--- src/rtl/add_tree_acc_pkg.sv ---
// Shared arithmetic types and helpers for the add_tree_acc block: fixed-point config,
// width conversion with saturate/wrap, and the tree-depth helpers.
package add_tree_acc_pkg;

  typedef enum logic [1:0] {
    FIXED_POINT_GENERIC,
    FIXED_POINT_Q,
    FLOATING_POINT
  } arith_type_e;

  typedef struct packed {
    int int_wdt;
    int frac_wdt;
  } fxp_cfg_t;

  typedef struct packed {
    int          word_wdt;
    fxp_cfg_t    fxp_cfg;
    arith_type_e arith_type;
    logic        arith_satur;
  } arith_cfg_t;

  localparam arith_cfg_t ARITH_CFG_DEFAULT = '{
    word_wdt:    16,
    fxp_cfg:     '{int_wdt: 8, frac_wdt: 8},
    arith_type:  FIXED_POINT_GENERIC,
    arith_satur: 1'b1
  };

  // Widest value sat_wdt can carry; accumulator widths must stay below this.
  localparam int SAT_MAX_WDT = 64;

  typedef struct packed {
    logic [SAT_MAX_WDT-1:0] res;
    logic                   ovf;
  } sat_res_t;

  // Reinterpret the low from_wdt bits of value as signed, then fit them into to_wdt
  // bits. ovf flags an out-of-range value whether or not it is clamped.
  function automatic sat_res_t sat_wdt(input logic [SAT_MAX_WDT-1:0] value,
                                       input int from_wdt, input int to_wdt,
                                       input logic satur);
    logic signed [SAT_MAX_WDT-1:0] v;
    logic signed [SAT_MAX_WDT-1:0] max_v;
    logic signed [SAT_MAX_WDT-1:0] min_v;
    sat_res_t r;
    v     = $signed(value << (SAT_MAX_WDT - from_wdt)) >>> (SAT_MAX_WDT - from_wdt);
    max_v = (64'sd1 <<< (to_wdt - 1)) - 64'sd1;
    min_v = -(64'sd1 <<< (to_wdt - 1));
    r.ovf = (v > max_v) || (v < min_v);
    if (satur && r.ovf) r.res = v[SAT_MAX_WDT-1] ? min_v : max_v;
    else                r.res = v;
    return r;
  endfunction

  function automatic bit is_pow2(input int n);
    return (n > 0) && ((n & (n - 1)) == 0);
  endfunction

  function automatic int tree_lvl_cnt(input int n);
    return $clog2(n);
  endfunction

endpackage

--- src/rtl/add_tree_acc_if.sv ---
// Operand/result bundle of add_tree_acc; the producer/consumer side uses master.
interface add_tree_acc_if #(
  parameter int OP_CNT   = 4,
  parameter int WORD_WDT = 16
);
  logic [OP_CNT*WORD_WDT-1:0] add_op_vec;
  logic                       add_op_val;
  logic                       add_op_first;
  logic                       add_op_last;
  logic [WORD_WDT-1:0]        add_res;
  logic                       add_res_val;
  logic                       add_res_ovf;

  modport master (
    output add_op_vec, add_op_val, add_op_first, add_op_last,
    input  add_res, add_res_val, add_res_ovf
  );

  modport slave (
    input  add_op_vec, add_op_val, add_op_first, add_op_last,
    output add_res, add_res_val, add_res_ovf
  );
endinterface

--- src/rtl/add_tree_acc_lvl.sv ---
// One registered level of the adder tree: adjacent pairs are summed one bit wider,
// so a level can never overflow. Beat framing travels alongside the data.
module add_tree_lvl #(
  parameter int IN_CNT = 4,
  parameter int IN_WDT = 16
) (
  input  logic                                  clk,
  input  logic                                  rst,
  input  logic                                  clk_en,
  input  logic [IN_CNT*IN_WDT-1:0]              in_vec,
  input  logic                                  in_val,
  input  logic                                  in_first,
  input  logic                                  in_last,
  output logic [(IN_CNT/2)*(IN_WDT+1)-1:0]      out_vec,
  output logic                                  out_val,
  output logic                                  out_first,
  output logic                                  out_last
);
  localparam int OUT_CNT = IN_CNT / 2;
  localparam int OUT_WDT = IN_WDT + 1;

  logic [OUT_CNT*OUT_WDT-1:0] sum;

  always_comb begin
    // NOTE: assign a default before the loop so no path leaves sum unassigned (latch).
    sum = '0;
    for (int i = 0; i < OUT_CNT; i++) begin
      sum[i*OUT_WDT +: OUT_WDT] = OUT_WDT'($signed(in_vec[(2*i)*IN_WDT +: IN_WDT]))
                                + OUT_WDT'($signed(in_vec[(2*i+1)*IN_WDT +: IN_WDT]));
    end
  end

  always_ff @(posedge clk) begin
    // NOTE: registered state uses non-blocking assignments so all levels update together.
    if (rst) begin
      out_vec   <= '0;
      out_val   <= 1'b0;
      out_first <= 1'b0;
      out_last  <= 1'b0;
    end else if (clk_en) begin
      out_vec   <= sum;
      out_val   <= in_val;
      out_first <= in_first;
      out_last  <= in_last;
    end
  end

endmodule

--- src/rtl/add_tree_acc.sv ---
// Pipelined signed adder tree with optional first/last-framed burst accumulator and
// saturating or wrapping conversion back to the word width.
module add_tree_acc import add_tree_acc_pkg::*; #(
  parameter arith_cfg_t ADD_ARITH_CFG   = ARITH_CFG_DEFAULT,
  parameter int         ADD_OP_CNT      = 4,
  parameter int         ADD_IN_CYC_LEN  = 1,
  parameter int         ADD_OUT_CYC_LEN = 1,
  parameter bit         ACC_EN          = 1'b1,
  parameter int         ACC_GUARD_WDT   = 8
) (
  input  logic          clk,
  input  logic          rst,
  input  logic          clk_en,
  add_tree_acc_if.slave bus
);
  localparam int W     = ADD_ARITH_CFG.word_wdt;
  localparam int D     = tree_lvl_cnt(ADD_OP_CNT);
  localparam int TW    = W + D;
  localparam int AW    = TW + ACC_GUARD_WDT;
  localparam bit SATUR = ADD_ARITH_CFG.arith_satur;

  if (ADD_ARITH_CFG.arith_type != FIXED_POINT_GENERIC) begin : g_chk_type
    $fatal(1, "add_tree_acc: only FIXED_POINT_GENERIC is supported");
  end
  if (!is_pow2(ADD_OP_CNT) || ADD_OP_CNT < 2) begin : g_chk_cnt
    $fatal(1, "add_tree_acc: ADD_OP_CNT must be a power of two >= 2");
  end
  if (ADD_IN_CYC_LEN < 0 || ADD_OUT_CYC_LEN < 1) begin : g_chk_cyc
    $fatal(1, "add_tree_acc: bad pipeline stage counts");
  end

  typedef struct packed {
    logic                    val;
    logic                    first;
    logic                    last;
    logic [ADD_OP_CNT*W-1:0] vec;
  } beat_t;

  typedef struct packed {
    logic         val;
    logic         ovf;
    logic [W-1:0] res;
  } out_t;

  beat_t in_beat;
  beat_t tree_in;

  // Framing is meaningless without valid, so it is dropped at the door.
  assign in_beat = '{val:   bus.add_op_val,
                     first: bus.add_op_val & bus.add_op_first,
                     last:  bus.add_op_val & bus.add_op_last,
                     vec:   bus.add_op_vec};

  if (ADD_IN_CYC_LEN == 0) begin : g_in_bypass
    assign tree_in = in_beat;
  end else begin : g_in_pipe
    beat_t pipe_q [ADD_IN_CYC_LEN];
    always_ff @(posedge clk) begin
      if (rst) begin
        for (int i = 0; i < ADD_IN_CYC_LEN; i++) pipe_q[i] <= '0;
      end else if (clk_en) begin
        pipe_q[0] <= in_beat;
        for (int i = 1; i < ADD_IN_CYC_LEN; i++) pipe_q[i] <= pipe_q[i-1];
      end
    end
    assign tree_in = pipe_q[ADD_IN_CYC_LEN-1];
  end

  for (genvar k = 0; k < D; k++) begin : g_lvl
    localparam int IN_CNT = ADD_OP_CNT >> k;
    localparam int IN_WDT = W + k;
    logic [IN_CNT*IN_WDT-1:0]         in_vec;
    logic                             in_val, in_first, in_last;
    logic [(IN_CNT/2)*(IN_WDT+1)-1:0] out_vec;
    logic                             out_val, out_first, out_last;

    if (k == 0) begin : g_src
      assign in_vec   = tree_in.vec;
      assign in_val   = tree_in.val;
      assign in_first = tree_in.first;
      assign in_last  = tree_in.last;
    end else begin : g_src
      assign in_vec   = g_lvl[k-1].out_vec;
      assign in_val   = g_lvl[k-1].out_val;
      assign in_first = g_lvl[k-1].out_first;
      assign in_last  = g_lvl[k-1].out_last;
    end

    add_tree_lvl #(.IN_CNT(IN_CNT), .IN_WDT(IN_WDT)) u_lvl (
      .clk(clk), .rst(rst), .clk_en(clk_en),
      .in_vec(in_vec), .in_val(in_val), .in_first(in_first), .in_last(in_last),
      .out_vec(out_vec), .out_val(out_val), .out_first(out_first), .out_last(out_last)
    );
  end

  logic [TW-1:0] root;
  logic          root_val, root_first, root_last;
  out_t          pre_out;

  assign root       = g_lvl[D-1].out_vec;
  assign root_val   = g_lvl[D-1].out_val;
  assign root_first = g_lvl[D-1].out_first;
  assign root_last  = g_lvl[D-1].out_last;

  if (!ACC_EN) begin : g_no_acc
    sat_res_t conv;
    logic     unused_bits;
    always_comb begin
      conv    = sat_wdt(SAT_MAX_WDT'($signed(root)), TW, W, SATUR);
      pre_out = '{val: root_val, ovf: conv.ovf, res: conv.res[W-1:0]};
    end
    assign unused_bits = ^{root_first, root_last, conv.res[SAT_MAX_WDT-1:W]};
  end else begin : g_acc
    localparam int SW = AW + 1;
    logic [AW-1:0] acc_q;
    logic          sticky_q;
    out_t          acc_out_q;
    logic [AW-1:0] acc_base;
    logic [SW-1:0] acc_sum;
    logic          sticky_next;
    sat_res_t      acc_sat;
    sat_res_t      res_sat;
    logic          unused_bits;

    // A beat carrying first restarts from zero, which also discards any open burst.
    always_comb begin
      acc_base    = root_first ? '0 : acc_q;
      acc_sum     = SW'($signed(acc_base)) + SW'($signed(root));
      acc_sat     = sat_wdt(SAT_MAX_WDT'($signed(acc_sum)), SW, AW, 1'b1);
      sticky_next = (root_first ? 1'b0 : sticky_q) | acc_sat.ovf;
      res_sat     = sat_wdt(SAT_MAX_WDT'($signed(acc_sat.res[AW-1:0])), AW, W, SATUR);
    end

    always_ff @(posedge clk) begin
      if (rst) begin
        acc_q     <= '0;
        sticky_q  <= 1'b0;
        acc_out_q <= '0;
      end else if (clk_en) begin
        acc_out_q.val <= root_val & root_last;
        if (root_val) begin
          if (root_last) begin
            acc_q         <= '0;
            sticky_q      <= 1'b0;
            acc_out_q.res <= res_sat.res[W-1:0];
            acc_out_q.ovf <= sticky_next | res_sat.ovf;
          end else begin
            acc_q    <= acc_sat.res[AW-1:0];
            sticky_q <= sticky_next;
          end
        end
      end
    end

    assign pre_out     = acc_out_q;
    assign unused_bits = ^{acc_sat.res[SAT_MAX_WDT-1:AW], res_sat.res[SAT_MAX_WDT-1:W]};
  end

  out_t out_q [ADD_OUT_CYC_LEN];

  // Data only moves with valid so add_res holds its last value between results.
  always_ff @(posedge clk) begin
    if (rst) begin
      // NOTE: every stage element is reset so beats in flight at rst never surface.
      for (int i = 0; i < ADD_OUT_CYC_LEN; i++) out_q[i] <= '0;
    end else if (clk_en) begin
      out_q[0].val <= pre_out.val;
      if (pre_out.val) begin
        out_q[0].res <= pre_out.res;
        out_q[0].ovf <= pre_out.ovf;
      end
      for (int i = 1; i < ADD_OUT_CYC_LEN; i++) begin
        out_q[i].val <= out_q[i-1].val;
        if (out_q[i-1].val) begin
          out_q[i].res <= out_q[i-1].res;
          out_q[i].ovf <= out_q[i-1].ovf;
        end
      end
    end
  end

  assign bus.add_res     = out_q[ADD_OUT_CYC_LEN-1].res;
  assign bus.add_res_val = out_q[ADD_OUT_CYC_LEN-1].val;
  assign bus.add_res_ovf = out_q[ADD_OUT_CYC_LEN-1].ovf;

endmodule

--- src/flat_wrapper.sv ---
// flat-port wrapper written by rule: the top's interface ports become plain ports
module add_tree_acc_flat import add_tree_acc_pkg::*;
#(
  parameter arith_cfg_t ADD_ARITH_CFG   = ARITH_CFG_DEFAULT,
  parameter int         ADD_OP_CNT      = 4,
  parameter int         ADD_IN_CYC_LEN  = 1,
  parameter int         ADD_OUT_CYC_LEN = 1,
  parameter bit         ACC_EN          = 1'b1,
  parameter int         ACC_GUARD_WDT   = 8
)
  (clk, rst, clk_en, bus_add_op_vec, bus_add_op_val, bus_add_op_first, bus_add_op_last, bus_add_res, bus_add_res_val, bus_add_res_ovf);
  add_tree_acc_if #(.OP_CNT((4)), .WORD_WDT((16))) bus_i ();
  input  logic clk;
  input  logic rst;
  input  logic clk_en;
  input wire logic [$bits(bus_i.add_op_vec)-1:0] bus_add_op_vec;
  input wire logic [$bits(bus_i.add_op_val)-1:0] bus_add_op_val;
  input wire logic [$bits(bus_i.add_op_first)-1:0] bus_add_op_first;
  input wire logic [$bits(bus_i.add_op_last)-1:0] bus_add_op_last;
  output wire logic [$bits(bus_i.add_res)-1:0] bus_add_res;
  output wire logic [$bits(bus_i.add_res_val)-1:0] bus_add_res_val;
  output wire logic [$bits(bus_i.add_res_ovf)-1:0] bus_add_res_ovf;
  assign bus_i.add_op_vec = bus_add_op_vec;
  assign bus_i.add_op_val = bus_add_op_val;
  assign bus_i.add_op_first = bus_add_op_first;
  assign bus_i.add_op_last = bus_add_op_last;
  assign bus_add_res = bus_i.add_res;
  assign bus_add_res_val = bus_i.add_res_val;
  assign bus_add_res_ovf = bus_i.add_res_ovf;
  add_tree_acc #(.ADD_ARITH_CFG(ADD_ARITH_CFG), .ADD_OP_CNT(ADD_OP_CNT), .ADD_IN_CYC_LEN(ADD_IN_CYC_LEN), .ADD_OUT_CYC_LEN(ADD_OUT_CYC_LEN), .ACC_EN(ACC_EN), .ACC_GUARD_WDT(ACC_GUARD_WDT)) u_core (.clk(clk), .rst(rst), .clk_en(clk_en), .bus(bus_i));
endmodule
--- config.mk ---
export PLATFORM = sky130hd
export DESIGN_NAME = add_tree_acc_flat
export DESIGN_NICKNAME = d
export VERILOG_FILES = /design/src/rtl/add_tree_acc_pkg.sv /design/src/rtl/add_tree_acc_if.sv /design/src/rtl/add_tree_acc_lvl.sv /design/src/rtl/add_tree_acc.sv /design/src/flat_wrapper.sv
export SDC_FILE = /design/constraint.sdc
export NUM_CORES = 1
export LEC_CHECK = 0
export ABC_AREA = 1
export CORE_ASPECT_RATIO = 2
export CORE_UTILIZATION = 35
export CTS_CLUSTER_DIAMETER = 80
export DETAILED_ROUTE_END_ITERATION = 12
export SETUP_SLACK_MARGIN = 0.2
export SYNTH_ARGS = -nofsm -noshare
export SYNTH_HDL_FRONTEND = slang
export SYNTH_SLANG_ARGS = --single-unit
--- constraint.sdc ---
create_clock -name clk -period 3.03 [get_ports clk]
set_clock_uncertainty 0.05 [all_clocks]
set_input_delay 0.303 -clock clk [delete_from_list [all_inputs] [get_ports clk]]
set_output_delay 0.303 -clock clk [all_outputs]
set_load 0.01 [all_outputs]
==> results.py <==
metrics = {
    "status": {
        "status": "complete, but fails checks",
        "violations": "setup timing",
    },
    "placed_design": {
        "dp.final_hpwl_mm": 24.7,
        "place_area_um2": 13400,
        "place.gp.congestion": 0.919,
        "number_of_buffers_added_on_ports": 87,
    },
    "cells_and_area": {
        "final_cell_mix": "sky130_fd_sc_hd__nand2_1, sky130_fd_sc_hd__inv_1, sky130_fd_sc_hd__nor2_1",
        "sequential_cell_area_um2": 4620,
        "insertedDiodeCount": 0,
        "final_util_pct": 47.8,
        "layout-drive-gt1-share_pct": 20.9,
        "finish.net_count": 1846,
        "flow.area_growth_from_synthesis_pct": 34.2,
        "multi_input_comb_area_um2": 6490,
        "layout.cell_area.non_filler_um2": 15100,
        "fill_cells": 3147,
        "final_common_cell": "sky130_fd_sc_hd__nand2_1",
    },
    "power": {
        "cellLeakagePower_nw": 6.64,
        "p_total_w": 0.00667,
        "max-vdd-ir-drop_mv": 0.545,
        "p_per_area_nw_per_um2": 442,
    },
    "yosys": {
        "yosysUniqueCellTypes": 49,
        "postSynthRegisterBits": 188,
        "syn_nets": 1658,
        "postSynth.topFlopCell": "sky130_fd_sc_hd__dfxtp_1",
        "number_of_warnings_issued_by_yosys": 0,
        "synthArstFlopShare_pct": 0,
        "synth_top_cells_by_area": "sky130_fd_sc_hd__edfxtp_1, sky130_fd_sc_hd__dfxtp_1, sky130_fd_sc_hd__nand2_1",
        "post_synth.cell_area_avg_um2": 7.45,
        "syn-cell-area_um2": 11200,
        "synth_top_area_share_pct": 22.7,
        "netlist_instances": 1509,
        "synth-edff-count": 85,
        "register_area_share_after_synthesis_pct": 41.0,
        "synth_top_area_cell": "sky130_fd_sc_hd__edfxtp_1",
    },
    "die": {
        "die_area_um2": 32900,
        "die_x_um": 129,
        "die_h_um": 256,
        "placeableCoreArea_um2": 31500,
        "rows": 92,
        "initial_core_util_pct": 35.7,
        "io-pin-count": 88,
    },
    "setup_path": {
        "setup.worst_path.end_class": "register",
        "crit_path_max_incr_delay_ps": 410,
        "crit_arrival_ps": 3420,
        "reg2regPathDepth": 19,
        "top_fanout_value_on_the_critical_path": 7,
        "timing.critical_path.from_type": "register",
        "worst_path_max_delay_cell": "sky130_fd_sc_hd__dfxtp_4",
        "timing.setup.critical_path_class": "register to register",
        "critPathRequiredTime_ps": 3320,
        "series_of_cell_instances_along_the_critical_path": "buf_12, buf_4, nor2_4, ha_4, nand2_4, inv_2, a21oi_4, nand3_4, nand2_4, nand3_4, nand2_2, nand2_4, nor2_4, a31oi_2, nor2_4, nand3_4, a21oi_4, clkbuf_16, a21oi_2",
    },
    "timing": {
        "setup-violations-final": 15,
        "finalSetupTns_ps": -1220,
        "timing.final.crit_period_ps": 3130,
        "worst_hold_slack_ps": 406,
        "tightest_slew_ps": 720,
        "post-route-period-util_pct": 103,
        "pins_over_slew_limit": 0,
        "max-slew-margin-rel_pct": 51.7,
        "grt_setup_unrepaired": "true",
        "highest_clock_frequency_the_design_can_meet_ghz": 0.320,
        "final_critical_path_setup_slack_ps": -96.5,
        "final_hold_viol_count": 0,
    },
    "route": {
        "firstDrtPassIters": 5,
        "via_per_inst": 4.80,
        "wl_per_cell_um": 15.0,
        "drt.antenna.violating_nets": 0,
        "first_iter_violations": 470,
        "detail_route.drc_violations": 0,
        "postRouteWirelength_mm": 32.1,
        "vias": 10248,
    },
    "cts": {
        "tritoncts": "done",
        "cts-buffers-inserted": 17,
        "htree_depth": 4,
        "cts-root-buf": "sky130_fd_sc_hd__clkbuf_16",
        "max-clock-path-buffers": 2,
        "ctsHoldBuffers": 0,
        "clk-insertion-delay-late_ps": 450,
        "clock_sinks": 188,
        "clk_pin_slew_worst_paths_ps": 80,
    },
    "run": {
        "drv.max_cap_violation_count": 0,
    },
    "hold_path": {
        "worst_hold_path.num_cells": 2,
        "hp-class": "register to register",
    },
    "global_route": {
        "via_count_of_the_first_global_routing_pass": 10042,
        "globalRouteOverflowTotal": 0,
        "wire_length_of_the_first_global_routing_pass_mm": 49.6,
        "grt_util_all_layers_pct": 20.0,
        "grt_start_max_net_pins": 83,
        "antenna_found_initial": 0,
    },
}
==> power by group <==
group	total, W	internal (W)	switching (W)
Combinational	0.00156	0.000673	0.000883
Sequential	0.00293	0.00281	0.000112
Clock	0.00218	0.00109	0.00109
==> cell usage after synthesis (16+ instances only) <==
| master | n |
|---|---|
| sky130_fd_sc_hd__dfxtp_1 | 103 |
| sky130_fd_sc_hd__a21oi_1 | 124 |
| sky130_fd_sc_hd__inv_1 | 232 |
| sky130_fd_sc_hd__o21ai_0 | 88 |
| sky130_fd_sc_hd__edfxtp_1 | 85 |
| sky130_fd_sc_hd__nand3_1 | 42 |
| sky130_fd_sc_hd__ha_1 | 75 |
| sky130_fd_sc_hd__nand2_2 | 19 |
| sky130_fd_sc_hd__a21oi_2 | 16 |
| sky130_fd_sc_hd__clkbuf_1 | 34 |
| sky130_fd_sc_hd__nor2_1 | 195 |
| sky130_fd_sc_hd__nand2_1 | 373 |
==> through the flow <==
stage,setup WS [ps],std cells
final,-96.5,2133
after detailed placement,-340,2070
after CTS,-103,2118
after floorplan,158,1509
after global routing,-259,2133
after global placement,-290,2070
==> repair_timing <==
| item | in CTS | in global routing |
|---|---|---|
| gates cloned | 5 | 3 |
| gates resized for setup | 83 | 107 |
| endpoints found under the setup margin | 37 | 38 |
| setup buffers | 11 | 12 |
| hold endpoints to repair | 0 | 0 |
| pin swaps | 12 | 44 |
==> sequential cells by signal (all words and copies together) (netlist names) <==
register                      flops
u_core.g_acc.acc_out_q           18
u_core.g_acc.acc_q               26
u_core.g_acc.sticky_q             1
u_core.g_in_pipe.pipe_q          67
u_core.g_lvl.u_lvl.out_first      2
u_core.g_lvl.u_lvl.out_last       2
u_core.g_lvl.u_lvl.out_val        2
u_core.g_lvl.u_lvl.out_vec       52
u_core.out_q                     18
==> final timing paths <==
| check | start | endpoint | slack, ps |
|---|---|---|---|
| min | u_core.g_in_pipe.pipe_q[0][65]$_SDFFCE_PN0P_ | u_core.g_lvl[0].u_lvl.out_first$_SDFFE_PP0P_ | 410 |
| max | u_core.g_lvl[1].u_lvl.out_first$_SDFFE_PP0P_ | u_core.g_acc.acc_out_q[2]$_SDFFE_PP0P_ | -100 |
| max reg2reg | u_core.g_lvl[1].u_lvl.out_first$_SDFFE_PP0P_ | u_core.g_acc.acc_out_q[2]$_SDFFE_PP0P_ | -100 |
| min reg2reg | u_core.g_in_pipe.pipe_q[0][65]$_SDFFCE_PN0P_ | u_core.g_lvl[0].u_lvl.out_first$_SDFFE_PP0P_ | 410 |
==> cell families after synthesis <==
kind of cell             count (synthesis)  synth area share [%]
flip-flops                             188                  41.0
AND/OR/NAND/NOR                        672                  25.0
AO/OA/AOI/OAI                          273                  13.9
XOR/XNOR                                17                  1.32
buffers and inverters                  280                  9.66
adder cells (fa/ha/maj)                 79                  9.06
==> worst max-delay path: cells and delay by family (launching register included) <==
family | cells | cell delay, ps
AND/OR/NAND/NOR | 10 | 1230
AO/OA/AOI/OAI | 4 | 540
flip-flops | 1 | 410
adder cells (fa/ha/maj) | 1 | 230
buffers and inverters | 4 | 540
==> metal layers <==
metal | up-vias | wire, um | track usage (%)
li1 | 5239 | - | -
met1 | 4748 | 10400 | 16.7
met2 | 164 | 18700 | 41.1
met3 | 97 | 622 | 2.55
met4 | 0 | 2340 | 14.1
met5 | - | 0 | 0
==> final cells by class <==
class / instances / share of cell area, %
Clock buffer: 17 / 2.82
Clock inverter: 15 / 1.02
Inverter: 241 / 6.05
Multi-Input combinational cell: 1044 / 43.0
Sequential cell: 188 / 30.6
Tap cell: 423 / 3.51
Timing Repair Buffer: 205 / 13.0
Note: power is estimated with default switching activity, not from simulation.
